## src/rtl/uart_receiver.sv

```systemverilog
// uart_receiver: 8N1 UART deserializer feeding a one-entry valid/ready holding register
module uart_receiver #(
    parameter int WAIT = 8
) (
    input  logic       clk,
    input  logic       reset,
    input  logic       uart_rx,
    output logic [7:0] r_data,
    output logic       r_valid,
    input  logic       r_ready,
    output logic       frame_err,
    output logic       overrun
);
    localparam int CW = $clog2(WAIT);
    localparam logic [CW-1:0] HALF_LAST = CW'(WAIT / 2 - 1);
    localparam logic [CW-1:0] BIT_LAST = CW'(WAIT - 1);

    typedef enum logic [2:0] {IDLE, START, DATA, STOP, BREAK} state_t;

    state_t        state_q, state_d;
    logic          sync1_q, rx_s;
    logic [CW-1:0] cnt_q, cnt_d;
    logic [2:0]    idx_q, idx_d;
    logic [7:0]    shift_q, shift_d;
    logic          done_q, done_d;
    logic          bad_q, bad_d;
    logic [7:0]    r_data_q, r_data_d;
    logic          r_valid_q, r_valid_d;
    logic          frame_err_q, frame_err_d;
    logic          overrun_q, overrun_d;
    logic          half_hit, bit_hit, sample, counting;

    assign half_hit = cnt_q == HALF_LAST;
    assign bit_hit  = cnt_q == BIT_LAST;
    assign counting = state_q == START || state_q == DATA || state_q == STOP;
    assign sample   = (state_q == START && half_hit) || ((state_q == DATA || state_q == STOP) && bit_hit);

    always_ff @(posedge clk) begin
        if (reset) state_q <= IDLE;
        else state_q <= state_d;
    end

    always_comb begin
        state_d = state_q;
        case (state_q)
            IDLE:    if (!rx_s) state_d = START;
            START:   if (half_hit) state_d = rx_s ? IDLE : DATA;
            DATA:    if (bit_hit && idx_q == 3'd7) state_d = STOP;
            STOP:    if (bit_hit) state_d = rx_s ? IDLE : BREAK;
            BREAK:   if (rx_s) state_d = IDLE;
            default: state_d = IDLE;
        endcase
    end

    // Delivery is staged one edge behind the stop sample so the holding register sees a registered strobe
    always_comb begin
        cnt_d       = (counting && !sample) ? cnt_q + 1'b1 : '0;
        idx_d       = state_q != DATA ? 3'd0 : bit_hit ? idx_q + 3'd1 : idx_q;
        shift_d     = (state_q == DATA && bit_hit) ? {rx_s, shift_q[7:1]} : shift_q;
        done_d      = state_q == STOP && bit_hit && rx_s;
        bad_d       = state_q == STOP && bit_hit && !rx_s;
        r_valid_d   = done_q || (r_valid_q && !r_ready);
        r_data_d    = (done_q && (!r_valid_q || r_ready)) ? shift_q : r_data_q;
        overrun_d   = done_q && r_valid_q && !r_ready;
        frame_err_d = bad_q;
    end

    always_ff @(posedge clk) begin
        if (reset) begin
            sync1_q     <= 1'b1;
            rx_s        <= 1'b1;
            cnt_q       <= '0;
            idx_q       <= '0;
            shift_q     <= '0;
            done_q      <= 1'b0;
            bad_q       <= 1'b0;
            r_data_q    <= '0;
            r_valid_q   <= 1'b0;
            frame_err_q <= 1'b0;
            overrun_q   <= 1'b0;
        end else begin
            sync1_q     <= uart_rx;
            rx_s        <= sync1_q;
            cnt_q       <= cnt_d;
            idx_q       <= idx_d;
            shift_q     <= shift_d;
            done_q      <= done_d;
            bad_q       <= bad_d;
            r_data_q    <= r_data_d;
            r_valid_q   <= r_valid_d;
            frame_err_q <= frame_err_d;
            overrun_q   <= overrun_d;
        end
    end

    assign r_data    = r_data_q;
    assign r_valid   = r_valid_q;
    assign frame_err = frame_err_q;
    assign overrun   = overrun_q;
endmodule

```

## config.mk

```make
export PLATFORM = sky130hd
export DESIGN_NAME = uart_receiver
export DESIGN_NICKNAME = d
export VERILOG_FILES = /design/src/rtl/uart_receiver.sv
export SDC_FILE = /design/constraint.sdc
export NUM_CORES = 1
export LEC_CHECK = 0
export BUFFER_PORTS_ARGS = -buffer_cell sky130_fd_sc_hd__buf_2
export CORE_UTILIZATION = 30
export DETAILED_ROUTE_END_ITERATION = 8
export MAX_ROUTING_LAYER = met4
export REMOVE_ABC_BUFFERS = 1
export SLEW_MARGIN = 20
export SYNTH_ARGS = -nofsm -noshare
export SYNTH_HDL_FRONTEND = slang
export SYNTH_SLANG_ARGS = --single-unit
```

## constraint.sdc

```tcl
create_clock -name clk -period 2.9 [get_ports clk]
set_input_delay 0.435 -clock clk [delete_from_list [all_inputs] [get_ports clk]]
set_output_delay 0.435 -clock clk [all_outputs]
set_load 0.005 [all_outputs]
```

; Word-level counts from Yosys, hierarchy flattened
; Index checks and enable logic that the tools add are counted.
[totals]
register_bits = 32
out_inout_bits = 11
wordCells = 62
[op_classes]
addsub = 2
eq_ne = 13
n_mux = 8
n_bitwise = 1
reduce_logical = 26
[op_table]
columns = op, count
row1 = $mux W3, 6
row2 = $pmux W3 S5, 1
row3 = $logic_and A1 B1 Y1, 12
row4 = $ne A2 B2 Y1 const B, 5
row5 = $eq A3 B2 Y1 const B, 3
row6 = $eq A3 B3 Y1 const B, 3
row7 = $add A3 B1 Y3 const B, 2
row8 = $logic_or A1 B1 Y1, 6
row9 = $reduce_and A5 Y1, 1
row10 = $logic_not A1 Y1, 4
row11 = $reduce_or A2 Y1, 2
row12 = $eq A3 B1 Y1 const B, 1
row13 = $logic_not A3 Y1, 1
row14 = $ne A3 B2 Y1 const B, 1
row15 = $mux W2, 1
row16 = $not A1 Y1, 1

; Longest topological paths before layout
; Gate-level depths: netlist of run 1.
[depth]
ltp_word = 8
ltp_mapped = 7
depth_no_buf = 6

; Worst setup path after synthesis of run 1
; OpenSTA, ideal clock, no wires.
[synth_path]
path_kind = register to register
start = reg cnt_q[0]
end = reg state_q[0]
setup_time_ns = 0.121
arrival_ns = 1.595
required_time_ns = 2.779
path_slack_ns = 1.185
path_stages_with_launch = 7
path_buffers = 1
path_cell_list = dfxtp_1 ha_1 ha_1 clkbuf_1 a221o_1 nand2_1 mux2_2
[synth_via]
elab_chain_cells = 4
[synth_lines]
columns = element, line_no
row1 = "start, declared", 22  ; logic [CW-1:0] cnt_q, cnt_d;
row2 = "start signal, assigned", 84  ; cnt_q <= cnt_d;
row3 = $eq A3 B3 Y1, 34  ; assign bit_hit = cnt_q == BIT_LAST;
row4 = $logic_and A1 B1 Y1, 48  ; DATA: if (bit_hit && idx_q == 3'd7) state_d = STOP;
row5 = $ne A2 B2 Y1 (no source line), n/a
row6 = $reduce_and A5 Y1 (no source line) (*), n/a
row7 = "end signal, assigned", 40  ; else state_q <= state_d;
row8 = "end, declared", 20  ; state_t state_q, state_d;
; Mark *: on every way between the ends. The rest lies on a longest branch, timed or not.
; A chain may end at the register's enable or synchronous reset.

; Worst setup path after layout of run 1
; Same ends and word-level chain as after synthesis.

==> results_dict.tcl, run 1 <==
set metrics [dict create \
    clock_skew_ns 0.00346 \
    status "finished clean" \
    ys_ff_latch 32 \
    grt_max_degree 27 \
    dieArea_mm2 0.00448 \
    fin_crit_ns 1.77 \
    start_util_pct 31.4 \
    intPower_w 0.000736 \
    cp.required_ns 3.07 \
    cts_tree "done" \
    dpl_cell_area_mm2 0.00137 \
    min_to "sync1_q$_SDFF_PP1_" \
    cts_buffer_depth 2 \
    synth_top_area_cell "dfxtp_1" \
    switching_share_pct 21.8 \
    drc 0 \
    top_usage_layer "met2" \
    rr_endpoint "state_q[0]$_SDFFE_PP0P_" \
    use_met1_pct 11.0 \
    p_clk_share_pct 43.5 \
    grt_pass1_vias 757 \
    crit_type "flop to flop" \
    synth_edf_count 0 \
    synthTopCellsByArea "dfxtp_1 (51%), mux2i_1 (14%), nor2_1 (7.7%)" \
    power_density_mw_per_mm2 639 \
    die_w_um 66.9 \
    synthCells 125 \
    ys_seq_area_share_pct 50.7 \
    async_reset_ff_share_pct 0 \
    reg2reg_depth 6 \
    r2r_start "cnt_q[0]$_SDFF_PP0_" \
    min_from "uart_rx" \
    hold_viol_final 0 \
    cts.sinks 32 \
    synth.avg_cell_area_um2 10.1 \
    tightestPinTransition_ns 0.568 \
    hold_buffers 0 \
    slew_violations 0 \
    insertion_delay_ns 0.28 \
    rsz0062_at_grt "false" \
    min_path_cells 2 \
    ys_top_cells_by_count "dfxtp_1 (32), nor2_1 (26), mux2i_1 (18), ha_1 (6), inv_1 (5)" \
    slew_headroom_pct 62.1 \
    via_count 850 \
    crit_path_end_kind "flop" \
    grt_pass1_wl_mm 3.35 \
    maxCapViolCount 0 \
    fin_setup_tns_ns 0 \
    ff2ff_setup_slack_ns 1.13 \
    antenna_found_initial 0 \
    die_h_um 66.9 \
    postCtsResizedCells 0 \
    numPortBuffers 14 \
    met3_usage_pct 5.65 \
    pin_count 15 \
    dr.pass1.iters 4 \
    synthFlopType "dfxtp_1" \
    max_freq_mhz 564 \
    post-place-ws_ns 1.13 \
    p_switching_w 0.000205 \
    max-vdd-ir-drop_uv 213 \
    synth_cell_type_count 29 \
    netlist_area_mm2 0.00126 \
    h-tree-depth 2 \
    nets 150 \
    hold_path.class "input port to flop" \
    leakage_nw 0.661 \
    cts-buffers-inserted 5 \
    finalSetupViolCount 0 \
    arrival_ns 1.94 \
    fin_util_pct 36.6 \
    rows 23 \
    routed_via_density 4.45 \
    fin_area_mm2 0.00147 \
    setup_ws_ns 1.13 \
    syn2layout_area_growth_pct 16.5 \
    dp_cells 183 \
    wl_per_cell_um 10.5 \
    wirelength_mm 2.00 \
    power_frac_comb_pct 6.5 \
    yosys.area.top_type_share_pct 50.7 \
    yosys_warnings 0 \
    dpl.hpwl_mm 1.37 \
    place_congestion 0.768 \
    cts_setup_buffers 0 \
    core_mm2 0.00403 \
    layout.cells.non_filler 191 \
    worstPathMaxFanout 3 \
    period_share_pct 61.1 \
    first_iter_violations 26 \
    start_kind "flop" \
    yosysMostFrequentCell "dfxtp_1" \
    p_seq_share_pct 50.0 \
    overflow 0 \
    drive_above_1_share_pct 20.6 \
    grt_use_met2_pct 16.3 \
    detail-route-antenna-nets 0 \
    clk_pin_slew_ns 0.06 \
    track_usage_pct 11.0 \
    root_buffer "clkbuf_8" \
    antenna_cells 0 \
    crit_start "cnt_q[0]$_SDFF_PP0_" \
]
cells in the final DEF, fill, tap and decap left out, types with 3 or more instances in the layout:
cell / n
nand2_1: 4
clkbuf_8: 5
dfxtp_1: 32
nor2_1: 26
inv_1: 5
mux2i_1: 18
ha_1: 6
buf_2: 14
nor2b_1: 3
or2_2: 3
stage by stage:
step,hold WS (ns),power (W)
2_1_floorplan,0.389,0.000521
3_3_place_gp,0.393,0.000537
3_5_place_dp,0.397,0.000539
4_1_cts,0.325,0.000956
5_1_grt,0.336,0.000986
6_report,0.336,0.000941
metal layers:
metal  up-vias  share of wire (%)
met5         -                  0
met4         0                2.8
li1        441                  -
met3         5                5.5
met2        14                 44
met1       390                 48
worst max path at each step:
stage	depth (start not counted)	endpoint	slack, ns
5_1_grt	6	shift_q[3]$_SDFFE_PP0P_	1.02
2_1_floorplan	6	state_q[0]$_SDFFE_PP0P_	1.20
6_report	6	state_q[0]$_SDFFE_PP0P_	1.13
4_1_cts	6	state_q[0]$_SDFFE_PP0P_	1.12
3_5_place_dp	6	state_q[0]$_SDFFE_PP0P_	1.13
3_3_place_gp	6	state_q[0]$_SDFFE_PP0P_	1.17
power groups by stage:
stage	registers [W]	logic, W	clock network (W)
after floorplan	0.000474	0.0000474	0
after global placement	0.000479	0.0000583	0
after detailed placement	0.000479	0.0000605	0
after CTS	0.000469	0.0000609	0.000427
after global routing	0.000472	0.0000681	0.000446
final	0.000470	0.0000609	0.000410
worst max-delay path, cell delays in order, from the launching register on:
cell	delay [ns]
dfxtp_1	0.31
ha_1	0.23
ha_1	0.20
and2b_1	0.17
a221o_1	0.33
nand2_1	0.10
mux2_2	0.33
cell type report:
| cell class | instances | area (um^2) |
|---|---|---|
| timing repair buffer | 14 | 70.1 |
| fill | 421 | 2560 |
| multi-input combinational | 82 | 573 |
| inverter | 5 | 18.8 |
| clock buffer | 6 | 72.6 |
| clock inverter | 2 | 35.0 |
| tap | 50 | 62.6 |
| sequential | 32 | 641 |
flip-flops by register name, indices dropped and copies added (netlist names):
name	cells
r_data	8
shift_q	8
cnt_q	3
idx_q	3
state_q	3
bad_q	1
done_q	1
frame_err	1
overrun	1
r_valid	1
rx_s	1
sync1_q	1
kinds of logic (layout without fill, tap and decap cells):
logic type                 after synthesis  count (layout)  share of synthesized area (%)
muxes                                   19              19                           15.1
xor gates and xnor gates                 2               2                           1.39
DFF                                     32              32                           50.7
adders and majority gates                6               6                           5.94
and+or+nand+nor                         48              48                           18.8
buffers and inverters                   11              27                           3.96
AOI/OAI and AO/OA                        7               7                           4.06
Power figures use the tool's default switching activity.
==> run 2: changes to the inputs <==
clock period = 1.8 ns   (was 2.9 ns; I/O delays follow)
==> run 2 against run 1 <==
Sequential cell count unchanged; clock-buffer cell count down 1; core utilization increased by 1.6 points; global-route usage grew 1.5 points; register-to-register slack worse by 1.0 ns; total power increased by 70%.
==> results_dict.tcl, run 2 (synthesized netlist as in run 1, its figures left out) <==
set metrics [dict create \
    critPathSlowestCell "a221o_1" \
    overflow 0 \
    reg2reg_depth 6 \
    cp_slowest_stage_delay_ns 0.33 \
    dieArea_mm2 0.00448 \
    place_congestion 0.857 \
    routed_via_density 4.59 \
    layout.cells.non_filler 197 \
    clock_skew_ns 0.00470 \
    grt_max_degree 21 \
    p_seq_share_pct 46.5 \
    rows 23 \
    cts-buffers-inserted 5 \
    clk_pin_slew_ns 0.07 \
    rsz0062_at_grt "false" \
    switching_share_pct 23.2 \
    detail-route-antenna-nets 0 \
    max-vdd-ir-drop_uv 304 \
    cp.required_ns 1.97 \
    drc 0 \
    antenna_found_initial 0 \
    power_frac_comb_pct 10.7 \
    syn2layout_area_growth_pct 21.5 \
    numPortBuffers 14 \
    intPower_w 0.00123 \
    root_buffer "clkbuf_8" \
    cts.sinks 32 \
    core_mm2 0.00403 \
    antenna_cells 0 \
    status "finished clean" \
    cts_tree "done" \
    post-place-ws_ns 0.0356 \
    drive_above_1_share_pct 27.2 \
    via_count 904 \
    slew_violations 0 \
    fin_setup_tns_ns 0 \
    min_to "sync1_q$_SDFF_PP1_" \
    die_w_um 66.9 \
    wirelength_mm 2.20 \
    start_util_pct 31.4 \
    p_clk_share_pct 42.8 \
    arrival_ns 1.86 \
    period_share_pct 93.8 \
    h-tree-depth 2 \
    max_freq_mhz 592 \
    rr_endpoint "state_q[0]$_SDFFE_PP0P_" \
    tightestPinTransition_ns 0.554 \
    finalSetupViolCount 0 \
    worstPathMaxFanout 3 \
    fin_crit_ns 1.69 \
    first_iter_violations 26 \
    insertion_delay_ns 0.28 \
    path_cells "ha_2 -> ha_2 -> and2b_1 -> a221o_1 -> nand2_2 -> mux2_2" \
    power_density_mw_per_mm2 1040 \
    min_path_cells 2 \
    pin_count 15 \
    ff2ff_setup_slack_ns 0.11 \
    track_usage_pct 12.5 \
    r2r_start "cnt_q[0]$_SDFF_PP0_" \
    min_from "uart_rx" \
    dp_cells 187 \
    final_cell_mix "dfxtp_1 (32), nor2_1 (26), mux2i_1 (18), buf_2 (14), buf_4 (6)" \
    setup_ws_ns 0.112 \
    die_h_um 66.9 \
    nets 156 \
    mostFrequentLayoutCell "dfxtp_1" \
    p_switching_w 0.000370 \
    wl_per_cell_um 11.2 \
    start_kind "flop" \
    slew_headroom_pct 63.0 \
    fin_util_pct 38.1 \
    fill_cells 414 \
    cp_common_cell "ha_2" \
    multi_input_area_um2 587 \
    leakage_nw 0.686 \
    maxCapViolCount 0 \
    crit_path_end_kind "flop" \
    seqCellArea_um2 641 \
    hold_path.class "input port to flop" \
    hold_viol_final 0 \
    dpl.hpwl_mm 1.52 \
    dr.pass1.iters 4 \
    grt_pass1_vias 899 \
    cts_buffer_depth 2 \
    crit_type "flop to flop" \
    grt_pass1_wl_mm 3.87 \
]
==> run 2: how the worst max path moves through the flow <==
stage	startpoint	end	slack, ns	cells after the start
2_1_floorplan	cnt_q[0]$_SDFF_PP0_	state_q[0]$_SDFFE_PP0P_	0.1	6
3_3_place_gp	cnt_q[0]$_SDFF_PP0_	state_q[0]$_SDFFE_PP0P_	0.07	6
3_5_place_dp	cnt_q[0]$_SDFF_PP0_	state_q[0]$_SDFFE_PP0P_	0.04	6
4_1_cts	cnt_q[0]$_SDFF_PP0_	state_q[0]$_SDFFE_PP0P_	0.04	6
5_1_grt	cnt_q[0]$_SDFF_PP0_	state_q[0]$_SDFFE_PP0P_	0.03	6
6_report	cnt_q[0]$_SDFF_PP0_	state_q[0]$_SDFFE_PP0P_	0.11	6
==> run 2: layer usage <==
metal | vias to the layer above | part of all wire [%] | GRT usage, %
met5 | - | 0 | -
met2 | 13 | 49 | 20.8
met1 | 434 | 44 | 12.2
li1 | 451 | - | -
met4 | 0 | 2.6 | 7.18
met3 | 6 | 4.7 | 5.14
==> run 2: cell type report <==
type / count / area share, %
sequential: 32 / 41.7
multi-input combinational: 82 / 38.2
timing repair buffer: 20 / 7.50
clock buffer: 5 / 4.48
tap: 50 / 4.07
clock inverter: 3 / 2.77
inverter: 5 / 1.22
==> run 2: power groups by stage <==
stage | registers [W] | clock network, W | logic, W
2_1_floorplan | 0.000764 | 0 | 0.0000763
3_5_place_dp | 0.000757 | 0 | 0.000129
6_report | 0.000742 | 0.000685 | 0.000171
3_3_place_gp | 0.000757 | 0 | 0.000126
5_1_grt | 0.000744 | 0.000737 | 0.000191
4_1_cts | 0.000741 | 0.000705 | 0.000162
==> run 2: repair_timing <==
item	CTS	global route
endpoints found under the setup margin	1	2
hold buffers	0	0
resized for setup	1	3
pin swaps	1	1
setup buffers	2	0
==> run 2: worst max-delay path: cells and delay by family (launching register included) <==
family	cells	cell delay, ns
AOI/OAI and AO/OA	1	0.33
DFF	1	0.32
adders and majority gates	2	0.37
and+or+nand+nor	2	0.24
muxes	1	0.32
==> run 2: metrics by stage <==
| stage | area, um^2 | power [W] | hold slack (ns) |
|---|---|---|---|
| 6_report | 1540 | 0.00160 | 0.168 |
| 5_1_grt | 1540 | 0.00167 | 0.175 |
| 3_5_place_dp | 1400 | 0.000886 | 0.396 |
| 4_1_cts | 1520 | 0.00161 | 0.160 |
| 2_1_floorplan | 1230 | 0.000840 | 0.342 |
| 3_3_place_gp | 1400 | 0.000883 | 0.392 |
